<file path="src/rtl/stopwatch_sequencer_if.sv">
// Command, chain and display signals between the button/counter side and the
// stopwatch sequencer. The sequencer uses the slave modport.
interface stopwatch_sequencer_if #(
  parameter int NUM_DIGITS = 4
);
  logic                    i_START_STOP;
  logic                    i_LAP;
  logic                    i_CLEAR;
  logic [4*NUM_DIGITS-1:0] i_DIGITS;
  logic                    o_CNT_EN;
  logic                    o_CNT_RST;
  logic [NUM_DIGITS-1:0]   o_SCAN_SEL;
  logic [3:0]              o_SCAN_DIGIT;
  logic                    o_RUNNING;
  logic                    o_LAP_HELD;

  modport master (
    output i_START_STOP, i_LAP, i_CLEAR, i_DIGITS,
    input  o_CNT_EN, o_CNT_RST, o_SCAN_SEL, o_SCAN_DIGIT, o_RUNNING, o_LAP_HELD
  );

  modport slave (
    input  i_START_STOP, i_LAP, i_CLEAR, i_DIGITS,
    output o_CNT_EN, o_CNT_RST, o_SCAN_SEL, o_SCAN_DIGIT, o_RUNNING, o_LAP_HELD
  );
endinterface

</file>
<file path="src/rtl/stopwatch_sequencer.sv">
// Start/stop/lap/clear controller for a cascaded BCD counter chain, with a
// count-enable prescaler and a scanned single-digit display output.
module stopwatch_sequencer #(
  parameter int TICK_DIV   = 100000,
  parameter int NUM_DIGITS = 4,
  parameter int SCAN_DIV   = 1000
) (
  input  logic                  i_CLK,
  input  logic                  i_RST,
  stopwatch_sequencer_if.slave  bus
);

  localparam int PW = (TICK_DIV > 1) ? $clog2(TICK_DIV) : 1;
  localparam int SW = (SCAN_DIV > 1) ? $clog2(SCAN_DIV) : 1;
  localparam int IW = (NUM_DIGITS > 1) ? $clog2(NUM_DIGITS) : 1;
  localparam int DW = 4 * NUM_DIGITS;

  typedef enum logic [1:0] {IDLE, RUN, PAUSE, LAP_HOLD} state_t;

  state_t                  state;
  logic [PW-1:0]           presc;
  logic [SW-1:0]           scan_div;
  logic [IW-1:0]           scan_idx;
  logic [DW-1:0]           lap_q;
  logic                    cnt_en_q;
  logic                    cnt_rst_q;
  logic                    running_q;
  logic                    lap_held_q;
  logic [NUM_DIGITS-1:0]   scan_sel_q;
  logic [3:0]              scan_digit_q;
  logic                    counting;
  logic                    clear_ok;
  logic [DW-1:0]           scan_src;

  // START_STOP outranks CLEAR, and CLEAR only acts while the chain is stopped.
  assign counting = (state == RUN) || (state == LAP_HOLD);
  assign clear_ok = bus.i_CLEAR && !bus.i_START_STOP && ((state == IDLE) || (state == PAUSE));
  assign scan_src = (state == LAP_HOLD) ? lap_q : bus.i_DIGITS;

  always_ff @(posedge i_CLK or posedge i_RST) begin
    if (i_RST) begin
      state      <= IDLE;
      running_q  <= 1'b0;
      lap_held_q <= 1'b0;
      cnt_rst_q  <= 1'b0;
      lap_q      <= '0;
    end else begin
      cnt_rst_q <= clear_ok;
      case (state)
        IDLE: begin
          if (bus.i_START_STOP) begin
            state     <= RUN;
            running_q <= 1'b1;
          end
        end
        RUN: begin
          if (bus.i_START_STOP) begin
            state     <= PAUSE;
            running_q <= 1'b0;
          end else if (bus.i_LAP) begin
            state      <= LAP_HOLD;
            lap_held_q <= 1'b1;
            lap_q      <= bus.i_DIGITS;
          end
        end
        LAP_HOLD: begin
          if (bus.i_START_STOP) begin
            state      <= PAUSE;
            running_q  <= 1'b0;
            lap_held_q <= 1'b0;
          end else if (bus.i_LAP) begin
            state      <= RUN;
            lap_held_q <= 1'b0;
          end
        end
        PAUSE: begin
          if (bus.i_START_STOP) begin
            state     <= RUN;
            running_q <= 1'b1;
          end else if (clear_ok) begin
            state <= IDLE;
          end
        end
        default: begin
          state      <= IDLE;
          running_q  <= 1'b0;
          lap_held_q <= 1'b0;
        end
      endcase
    end
  end

  // Prescaler holds while paused so a resumed run keeps its partial period.
  always_ff @(posedge i_CLK or posedge i_RST) begin
    if (i_RST) begin
      presc    <= '0;
      cnt_en_q <= 1'b0;
    end else begin
      cnt_en_q <= 1'b0;
      if (clear_ok) begin
        presc <= '0;
      end else if (counting) begin
        if (presc == PW'(TICK_DIV - 1)) begin
          presc    <= '0;
          cnt_en_q <= 1'b1;
        end else begin
          presc <= presc + PW'(1);
        end
      end
    end
  end

  always_ff @(posedge i_CLK or posedge i_RST) begin
    if (i_RST) begin
      scan_div     <= '0;
      scan_idx     <= '0;
      scan_sel_q   <= '0;
      scan_digit_q <= '0;
    end else begin
      if (scan_div == SW'(SCAN_DIV - 1)) begin
        scan_div <= '0;
        scan_idx <= (scan_idx == IW'(NUM_DIGITS - 1)) ? '0 : scan_idx + IW'(1);
      end else begin
        scan_div <= scan_div + SW'(1);
      end
      scan_sel_q   <= NUM_DIGITS'(1) << scan_idx;
      scan_digit_q <= scan_src[{scan_idx, 2'b00} +: 4];
    end
  end

  assign bus.o_CNT_EN     = cnt_en_q;
  assign bus.o_CNT_RST    = cnt_rst_q;
  assign bus.o_SCAN_SEL   = scan_sel_q;
  assign bus.o_SCAN_DIGIT = scan_digit_q;
  assign bus.o_RUNNING    = running_q;
  assign bus.o_LAP_HELD   = lap_held_q;

endmodule

</file>
<file path="src/flat_wrapper.sv">
// flat-port wrapper written by rule: the top's interface ports become plain ports
module stopwatch_sequencer_flat 
#(
  parameter int TICK_DIV   = 100000,
  parameter int NUM_DIGITS = 4,
  parameter int SCAN_DIV   = 1000
)
  (i_CLK, i_RST, bus_i_START_STOP, bus_i_LAP, bus_i_CLEAR, bus_i_DIGITS, bus_o_CNT_EN, bus_o_CNT_RST, bus_o_SCAN_SEL, bus_o_SCAN_DIGIT, bus_o_RUNNING, bus_o_LAP_HELD);
  stopwatch_sequencer_if #(.NUM_DIGITS(NUM_DIGITS)) bus_i ();
  input  logic i_CLK;
  input  logic i_RST;
  input wire logic [$bits(bus_i.i_START_STOP)-1:0] bus_i_START_STOP;
  input wire logic [$bits(bus_i.i_LAP)-1:0] bus_i_LAP;
  input wire logic [$bits(bus_i.i_CLEAR)-1:0] bus_i_CLEAR;
  input wire logic [$bits(bus_i.i_DIGITS)-1:0] bus_i_DIGITS;
  output wire logic [$bits(bus_i.o_CNT_EN)-1:0] bus_o_CNT_EN;
  output wire logic [$bits(bus_i.o_CNT_RST)-1:0] bus_o_CNT_RST;
  output wire logic [$bits(bus_i.o_SCAN_SEL)-1:0] bus_o_SCAN_SEL;
  output wire logic [$bits(bus_i.o_SCAN_DIGIT)-1:0] bus_o_SCAN_DIGIT;
  output wire logic [$bits(bus_i.o_RUNNING)-1:0] bus_o_RUNNING;
  output wire logic [$bits(bus_i.o_LAP_HELD)-1:0] bus_o_LAP_HELD;
  assign bus_i.i_START_STOP = bus_i_START_STOP;
  assign bus_i.i_LAP = bus_i_LAP;
  assign bus_i.i_CLEAR = bus_i_CLEAR;
  assign bus_i.i_DIGITS = bus_i_DIGITS;
  assign bus_o_CNT_EN = bus_i.o_CNT_EN;
  assign bus_o_CNT_RST = bus_i.o_CNT_RST;
  assign bus_o_SCAN_SEL = bus_i.o_SCAN_SEL;
  assign bus_o_SCAN_DIGIT = bus_i.o_SCAN_DIGIT;
  assign bus_o_RUNNING = bus_i.o_RUNNING;
  assign bus_o_LAP_HELD = bus_i.o_LAP_HELD;
  stopwatch_sequencer #(.TICK_DIV(TICK_DIV), .NUM_DIGITS(NUM_DIGITS), .SCAN_DIV(SCAN_DIV)) u_core (.i_CLK(i_CLK), .i_RST(i_RST), .bus(bus_i));
endmodule
</file>
<file path="config.mk">
export PLATFORM = sky130hd
export DESIGN_NAME = stopwatch_sequencer_flat
export DESIGN_NICKNAME = d
export VERILOG_FILES = /design/src/rtl/stopwatch_sequencer_if.sv /design/src/rtl/stopwatch_sequencer.sv /design/src/flat_wrapper.sv
export SDC_FILE = /design/constraint.sdc
export NUM_CORES = 1
export LEC_CHECK = 0
export ABC_CLOCK_PERIOD_IN_PS = 3600
export CORE_ASPECT_RATIO = 1.75
export CORE_MARGIN = 1
export CORE_UTILIZATION = 30
export CTS_BUF_LIST = sky130_fd_sc_hd__clkbuf_8
export DETAILED_ROUTE_END_ITERATION = 6
export HOLD_SLACK_MARGIN = 0.06
export SYNTH_ARGS = -nofsm -noshare
export SYNTH_HDL_FRONTEND = slang
export SYNTH_SLANG_ARGS = --single-unit
</file>
<file path="constraint.sdc">
create_clock -name i_CLK -period 3.6 [get_ports i_CLK]
set_input_delay 0.72 -clock i_CLK [delete_from_list [all_inputs] [get_ports i_CLK]]
set_output_delay 0.72 -clock i_CLK [all_outputs]
set_load 0.05 [all_outputs]
</file>
==> impl_metrics.tcl, run 1 <==
set metrics [dict create \
    numPortBuffers 32 \
    rows 48 \
    cts_max_level 3 \
    initial_core_util 0.3104 \
    met3WireLength_um 173 \
    crit_slowest_cell "clkdlybuf4s50_1" \
    finalHoldViolCount 0 \
    rsz0062_at_grt "no" \
    clk_latency_ns 0.34 \
    power_density_nw_per_um2 685.8 \
    ios 33 \
    fp.coreArea_um2 9970 \
    slew_headroom 0.4914 \
    wire_per_inst_um 14.65 \
    post-route-period-util 0.6265 \
    fillers 1014 \
    slew_violations 0 \
    synth_compound_area_frac 0.1068 \
    syn_nets 298 \
    clock_sinks 59 \
    critical_path_arrival_ns 1.54 \
    status "finished, final reports clean" \
    grt_usage 0.1310 \
    worstSetupEndpointType "output pin" \
    ys_ff_latch 59 \
    multi_input_area_um2 1480 \
    grt.overflow.total 0 \
    wirelength_um 6357 \
    ant_nets 0 \
    postCtsHoldBufs 0 \
    drt_iter0_drc 115 \
    drc 0 \
    setup_slack_ns 1.345 \
    final.min_clock_period_ns 2.255 \
    p_leak_nw 1.525 \
    cts-root-buf "clkbuf_8" \
    ys_types 58 \
    postSynthAreaPerCell_um2 11.42 \
    path_max_fanout 3 \
    worst_slew_pin_slew_ns 0.7621 \
    wl_met1_um 2540 \
    place_congestion 0.8006 \
    finalSetupViolCount 0 \
    die_w_um 78.77 \
    synthMuxAreaShare 0.1282 \
    met2WireLength_um 3440 \
    fin_worst_skew_ns 0.008516 \
    die-area_um2 10740 \
    cts_inserted_buffers 9 \
    path_buf_inv 1 \
    postCtsSetupBuffers 0 \
    viasPerCell 5.097 \
    syn_area_um2 3094 \
    place_ws_ns 0.9950 \
    synth_edf_count 0 \
    dr_total_vias 2212 \
    n_antenna_cell 0 \
    top_layer "met4" \
    die_h_um 136.4 \
    startpoint_type "register" \
    synth_seq_area_share 0.4772 \
    dp_hpwl_um 4521 \
    yosysWarnings 0 \
    cp_slowest_stage_delay_ns 0.81 \
    nets 331 \
    critPathTopFamily "buffers and inverters" \
    async_reset_ff_frac 1.000 \
    grt_pass1_wl_um 10640 \
    synth_fa_ha_area_frac 0.02426 \
    drtPass1Iterations 4 \
    grt_max_degree 60 \
    syn2layout_area_growth_pct 21.15 \
    fmax_mhz 443.4 \
    critical_path_class "register to output pin" \
    min_path_type "register to register" \
    synth_xor_xnor_area_share 0.02831 \
    peakVddDrop_uv 330.5 \
    synthSimpleGateAreaFrac 0.1909 \
    synth_ff_type "dfrtp_1" \
    path_clk_slew_ns 0.07 \
    cts_max_path_buffers 2 \
    finalSetupTns_ns 0 \
    maxCapViolCount 0 \
    crit_required_ns 2.88 \
    worstPathCellList "clkdlybuf4s50_1" \
    regArea_um2 1476 \
    cts_tree "yes" \
    antenna_found_initial 0 \
    post_cts_resized 0 \
    grt_pass1_vias 2272 \
    synth_top_family_by_area "simple AND/OR/NAND/NOR gates" \
    syn-instance-count 271 \
    drive_gt1_frac 0.1909 \
]
-- layout by cell type (no fill, tap or decap), drive strengths merged, types with 4 or more instances in the layout --
cell type      Yosys  final
nand4              8      8
and2               4      4
clkdlybuf4s50      0     32
nand3              7      7
o21ai             10     10
mux4               8      8
o221ai             6      6
clkbuf             2     10
and3               5      5
xor2               5      5
nor2b              8      8
dfrtp             59     59
ha                 6      6
nor3               5      5
inv               12     14
o2111ai            7      7
xnor2              5      5
nand2             34     34
mux2              18     18
nor2              15     15
-- path summary, 6_finish.rpt --
path | cells past startpoint | endpoint | slack [ns] | start
max | 1 | bus_o_LAP_HELD | 1.34 | u_core.bus.o_LAP_HELD
min | 1 | u_core.scan_div[0] | 0.47 | u_core.scan_div[0]
max reg2reg | 5 | u_core.presc[9] | 1.69 | u_core.presc[0]
min reg2reg | 1 | u_core.scan_div[0] | 0.47 | u_core.scan_div[0]
max in group asynchronous | 3 | u_core.state[0] | 2.58 | i_RST
min in group asynchronous | 3 | u_core.presc[15] | 0.76 | i_RST
-- registers in the layout (all words and copies together) (netlist names) --
signal / cells
u_core.presc: 17
u_core.state: 2
u_core.bus.o_CNT_RST: 1
u_core.lap_q: 16
u_core.bus.o_RUNNING: 1
u_core.bus.o_CNT_EN: 1
u_core.scan_idx: 2
u_core.scan_div: 10
u_core.bus.o_SCAN_SEL: 4
u_core.bus.o_LAP_HELD: 1
u_core.bus.o_SCAN_DIGIT: 4
-- synth_stat cells, drive strengths merged, types with 4 or more instances --
master / count / area (um2)
o221ai: 6 / 58.80
mux4: 8 / 183.9
buf: 10 / 85.08
dfrtp: 59 / 1476
nand4: 8 / 65.06
inv: 12 / 45.04
and3: 5 / 31.28
o21ai: 10 / 53.80
nand2: 34 / 135.1
nor2: 15 / 58.81
nor3: 5 / 25.02
xor2: 5 / 43.79
and2: 4 / 28.78
mux2: 18 / 202.7
nor2b: 8 / 50.05
o2111ai: 7 / 67.56
xnor2: 5 / 43.79
ha: 6 / 75.07
nand3: 7 / 52.55
-- kinds of logic (layout without fill, tap and decap cells) --
family / Yosys count / count (layout)
xor+xnor: 10 / 10
flops: 59 / 59
buf+inv: 24 / 62
fa+ha+maj: 6 / 6
simple gates: 102 / 102
compound gates: 43 / 43
mux: 27 / 27
-- routing by layer --
layer,track usage,vias up
li1,-,1058
met1,0.1360,1101
met2,0.2261,40
met3,0.03826,13
met4,0.08539,0
met5,0,-
-- final cells by class --
cell class / count / area share
tap: 125 / 0.04172
multi-input combinational: 188 / 0.3949
clock inverter: 6 / 0.02804
clock buffer: 10 / 0.03672
sequential: 59 / 0.3939
timing repair buffer: 34 / 0.09279
inverter: 12 / 0.01202
-- metrics by stage --
step                hold slack, ns  instance area (um2)  utilization  power, mW  instances
floorplan                   0.4310                 3094            -      1.661        271
global placement            0.4454                 3506       0.3517      1.823        418
detailed placement          0.4612                 3506       0.3517      1.861        418
CTS                         0.4700                 3749       0.3760      2.601        434
global route                0.4987                 3749       0.3760      2.726        434
finish                      0.4670                 3749       0.3760      2.571        434
-- report_power, final --
group	switching, mW	leakage (nW)	internal (mW)
clock	0.258	0.125	0.474
combinational	0.409	0.654	0.379
sequential	0.185	0.747	0.866
total	0.853	1.53	1.72
No activity file was read; power rests on OpenSTA's default activity.
==> inputs of run 2 (changes only) <==
--- a/config.mk
+++ b/config.mk
@@ -5,7 +5,7 @@
 export SDC_FILE = /design/constraint.sdc
 export NUM_CORES = 1
 export LEC_CHECK = 0
-export ABC_CLOCK_PERIOD_IN_PS = 3600
+export ABC_CLOCK_PERIOD_IN_PS = 1950
 export CORE_ASPECT_RATIO = 1.75
 export CORE_MARGIN = 1
 export CORE_UTILIZATION = 30
==> constraint.sdc (replaced) <==
create_clock -name i_CLK -period 1.95 [get_ports i_CLK]
set_input_delay 0.39 -clock i_CLK [delete_from_list [all_inputs] [get_ports i_CLK]]
set_output_delay 0.39 -clock i_CLK [all_outputs]
set_load 0.05 [all_outputs]
==> run 2 against run 1 <==
Setup slack worse by 1.3 ns. Sequential share of layout area down 0.65 points. Clock skew down 0.0025 ns. Clock power up 56%. Combinational power up 93%. Sequential cell count unchanged. Largest cell class unchanged. Largest power group unchanged.
==> impl_metrics.tcl, run 2 (synthesized netlist as in run 1, its figures left out) <==
set metrics [dict create \
    largest_register_ffs 17 \
    p_leak_nw 1.580 \
    nets 341 \
    largestRegisters "u_core.presc x17, u_core.lap_q x16, u_core.scan_div x10" \
    maxCapViolCount 0 \
    finalHoldViolCount 0 \
    drive_gt1_frac 0.2177 \
    worstRegToRegCells 6 \
    post_cts_resized 0 \
    post-route-period-util 0.9522 \
    n_antenna_cell 0 \
    antenna_found_initial 0 \
    die-area_um2 10740 \
    crit_slowest_cell "clkdlybuf4s50_1" \
    cp_slowest_stage_delay_ns 0.80 \
    die_h_um 136.4 \
    wirelength_um 6492 \
    postCtsHoldBufs 0 \
    finalCoreUtilization 0.3823 \
    grt_max_degree 24 \
    worst_slew_pin_slew_ns 0.5370 \
    finalSetupViolCount 0 \
    clk_latency_ns 0.34 \
    critical_path_arrival_ns 1.47 \
    cts_inserted_buffers 9 \
    slew_violations 0 \
    grt.overflow.total 0 \
    status "finished, final reports clean" \
    power_density_nw_per_um2 1206 \
    dp_hpwl_um 4694 \
    final_cells 442 \
    rsz0062_at_grt "no" \
    finalSetupTns_ns 0 \
    syn2layout_area_growth_pct 23.17 \
    critPathTopFamily "buffers and inverters" \
    cts_max_level 3 \
    drtPass1Iterations 4 \
    dp.cells 428 \
    drc 0 \
    min_path_type "input port to asynchronous set/reset pin" \
    peakVddDrop_uv 648.3 \
    worstSetupEndpointType "output pin" \
    path_max_fanout 1 \
    final_cell_area_um2 3811 \
    final_common_cell "dfrtp_1" \
    rows 48 \
    cts_max_path_buffers 2 \
    fin_worst_skew_ns 0.006007 \
    cts-root-buf "clkbuf_8" \
    startpoint_type "register" \
    postCtsSetupBuffers 0 \
    rr_startpoint "u_core.presc[0]" \
    drt_iter0_drc 52 \
    grt_pass1_wl_um 10910 \
    path_clk_slew_ns 0.06 \
    viasPerCell 5.097 \
    worstPathCellList "clkdlybuf4s50_1" \
    ant_nets 0 \
    numPortBuffers 32 \
    fmax_mhz 538.5 \
    cts_tree "yes" \
    final.min_clock_period_ns 1.857 \
    grt_usage 0.1364 \
    critical_path_class "register to output pin" \
    largest-register "u_core.presc" \
    place_area_um2 3606 \
    place_congestion 0.7591 \
    crit_required_ns 1.56 \
    grt_pass1_vias 2309 \
    wire_per_inst_um 14.69 \
    final_cell_mix "59 x dfrtp_1, 31 x nand2_1, 30 x clkdlybuf4s50_1, 18 x mux2_2, 14 x nor2_1" \
    die_w_um 78.77 \
    setup_slack_ns 0.09312 \
    reg2reg_slack_ns 0.17 \
    ios 33 \
    fp.coreArea_um2 9970 \
    dr_total_vias 2253 \
    r2r-end "u_core.presc[13]" \
    place_ws_ns 0.04043 \
    initial_core_util 0.3104 \
    clock_sinks 59 \
    path_buf_inv 1 \
    slew_headroom 0.6420 \
]
-- run 2: how the worst max path moves through the flow --
| stage | start | endpoint | slack [ns] | cells past startpoint |
|---|---|---|---|---|
| global placement | bus_i_LAP | u_core.lap_q[0] | 0.07 | 6 |
| CTS | u_core.bus.o_RUNNING | bus_o_RUNNING | 0.01 | 1 |
| floorplan | i_RST | u_core.bus.o_CNT_EN | 0.10 | 1 |
| detailed placement | bus_i_LAP | u_core.lap_q[2] | 0.04 | 6 |
| global route | u_core.bus.o_SCAN_DIGIT[1] | bus_o_SCAN_DIGIT[1] | 0.02 | 1 |
| finish | u_core.bus.o_CNT_EN | bus_o_CNT_EN | 0.09 | 1 |
-- run 2: where the power goes --
part	total [mW]	switching (mW)	internal (mW)	leakage, nW
clock	1.14	0.463	0.678	0.104
combinational	1.52	0.775	0.748	0.729
sequential	1.93	0.333	1.60	0.747
total	4.60	1.57	3.02	1.58
-- run 2: through the flow --
step	hold slack [ns]	power [mW]
floorplan	0.4310	3.067
detailed placement	0.4563	3.490
global route	0.4146	4.886
finish	0.3731	4.595
CTS	0.3780	4.648
global placement	0.4426	3.432
-- run 2: final cells by class --
cell class	instances	area, um2
fillers	980	6158
flip-flops and latches	59	1476
repair buffers	44	452.9
clock inverters	2	35.03
clock buffers	12	165.2
inverters	12	45.04
well taps	125	156.4
multi-input cells	188	1480
-- run 2: routing by layer --
layer  vias up  routed length [um]  GRT usage
li1       1081                   -          -
met1      1119                2575     0.1370
met2        43                3542     0.2478
met3        10                 182    0.03624
met4         0                 191    0.07922
met5         -                   0          0
==> inputs of run 3 (changes only) <==
--- a/config.mk
+++ b/config.mk
@@ -12,6 +12,8 @@
 export CTS_BUF_LIST = sky130_fd_sc_hd__clkbuf_8
 export DETAILED_ROUTE_END_ITERATION = 6
 export HOLD_SLACK_MARGIN = 0.06
+export MAX_ROUTING_LAYER = met4
 export SYNTH_ARGS = -nofsm -noshare
 export SYNTH_HDL_FRONTEND = slang
 export SYNTH_SLANG_ARGS = --single-unit
+export TNS_END_PERCENT = 1
==> run 3 against run 2 <==
Register-to-register slack about the same. Clock skew grew 0.00073 ns. Via count is 0.84% lower. Setup slack worse by 0.0015 ns. Cell count unchanged. Die area unchanged. Largest power group unchanged.
==> impl_metrics.tcl, run 3 (synthesized netlist as in run 1, its figures left out) <==
set metrics [dict create \
    antenna_found_initial 0 \
    n_antenna_cell 0 \
    path_clk_slew_ns 0.06 \
    path_buf_inv 1 \
    rsz0062_at_grt "no" \
    dp.cells 428 \
    worstPathCellList "clkdlybuf4s50_1" \
    nets 341 \
    cp_slowest_stage_delay_ns 0.80 \
    fp.coreArea_um2 9970 \
    fmax_mhz 538.1 \
    viasPerCell 5.054 \
    finalSetupTns_ns 0 \
    drt_iter0_drc 90 \
    finalSetupViolCount 0 \
    fillers 980 \
    final_common_cell "dfrtp_1" \
    maxCapViolCount 0 \
    wire_per_inst_um 14.56 \
    grt.met2_usage 0.2478 \
    min_path_type "input port to asynchronous set/reset pin" \
    place_congestion 0.7690 \
    final.min_clock_period_ns 1.858 \
    p_leak_nw 1.580 \
    worst_slew_pin_slew_ns 0.5231 \
    drtPass1Iterations 4 \
    whs_ns 0.3717 \
    finalHoldViolCount 0 \
    clock_sinks 59 \
    crit_slowest_cell "clkdlybuf4s50_1" \
    die_w_um 78.77 \
    postCtsHoldBufs 0 \
    largest-register "u_core.presc" \
    post-route-period-util 0.9530 \
    grtUsageMet3 0.03624 \
    startpoint_type "register" \
    postCtsSetupBuffers 0 \
    critical_path_arrival_ns 1.47 \
    drive_gt1_frac 0.2177 \
    initial_core_util 0.3104 \
    slew_headroom 0.6513 \
    peakVddDrop_uv 649.5 \
    post_cts_resized 0 \
    cts_max_path_buffers 2 \
    wirelength_um 6436 \
    critical_path_class "register to output pin" \
    path_max_fanout 1 \
    grt_usage 0.1409 \
    slew_violations 0 \
    worstSetupEndpointType "output pin" \
    dr_total_vias 2234 \
    critPathTopFamily "buffers and inverters" \
    largestRegisters "u_core.presc x17, u_core.lap_q x16, u_core.scan_div x10" \
    final_cell_mix "59 x dfrtp_1, 31 x nand2_1, 30 x clkdlybuf4s50_1, 18 x mux2_2, 14 x nor2_1" \
    largest_register_ffs 17 \
    finalCoreUtilization 0.3823 \
    syn2layout_area_growth_pct 23.17 \
    grt_max_degree 24 \
    numPortBuffers 32 \
    drc 0 \
    cts_tree "yes" \
    met1_usage 0.1387 \
    clk_latency_ns 0.34 \
    cts_max_level 3 \
    grt.overflow.total 0 \
    dp_hpwl_um 4694 \
    ant_nets 0 \
    grt_pass1_vias 2295 \
    rows 48 \
    crit_required_ns 1.56 \
    ios 33 \
    status "finished, final reports clean" \
    cts_inserted_buffers 9 \
    final_cells 442 \
    grt_pass1_wl_um 10960 \
    power_density_nw_per_um2 1204 \
    fin_worst_skew_ns 0.006738 \
    die_h_um 136.4 \
    die-area_um2 10740 \
    cts-root-buf "clkbuf_8" \
    busiest_layer "met2" \
]
run 3: cell counts in the layout (fill, tap and decap cells not counted):
No cell type changed its count.
run 3: where the power goes:
| part | internal, mW | switching [mW] |
|---|---|---|
| clock network | 0.678 | 0.463 |
| registers | 1.60 | 0.329 |
| logic | 0.748 | 0.772 |
run 3: per-stage QoR:
step | power, mW | cell area [um2] | setup slack [ns]
6_report | 4.589 | 3811 | 0.09158
5_1_grt | 4.886 | 3811 | 0.02396
4_1_cts | 4.648 | 3806 | 0.009649
3_5_place_dp | 3.490 | 3606 | 0.04043
3_3_place_gp | 3.432 | 3606 | 0.06646
2_1_floorplan | 3.067 | 3094 | 0.1037
run 3: worst paths after layout:
kind / start / endpoint / slack, ns / cells after the start
max in group asynchronous: i_RST / u_core.state[0] / 1.12 / 3
min in group i_CLK: u_core.scan_div[0] / u_core.scan_div[0] / 0.46 / 1
hold reg to reg: u_core.scan_div[0] / u_core.scan_div[0] / 0.46 / 1
hold / removal: i_RST / u_core.scan_div[9] / 0.37 / 2
setup reg to reg: u_core.presc[0] / u_core.presc[13] / 0.18 / 6
setup / recovery: u_core.bus.o_CNT_EN / bus_o_CNT_EN / 0.09 / 1
run 3: layout make-up:
type	count	area [um2]	share of cell area
Multi-Input combinational cell	188	1480	0.3884
Timing Repair Buffer	44	452.9	0.1188
Clock buffer	12	165.2	0.04334
Sequential cell	59	1476	0.3874
Inverter	12	45.04	0.01182
Clock inverter	2	35.03	0.009192
Tap cell	125	156.4	0.04104
run 3: per-layer routing:
metal	wire (um)	up-vias
met5	0	-
met4	190	0
met3	171	10
met2	3554	37
met1	2519	1106
li1	-	1081
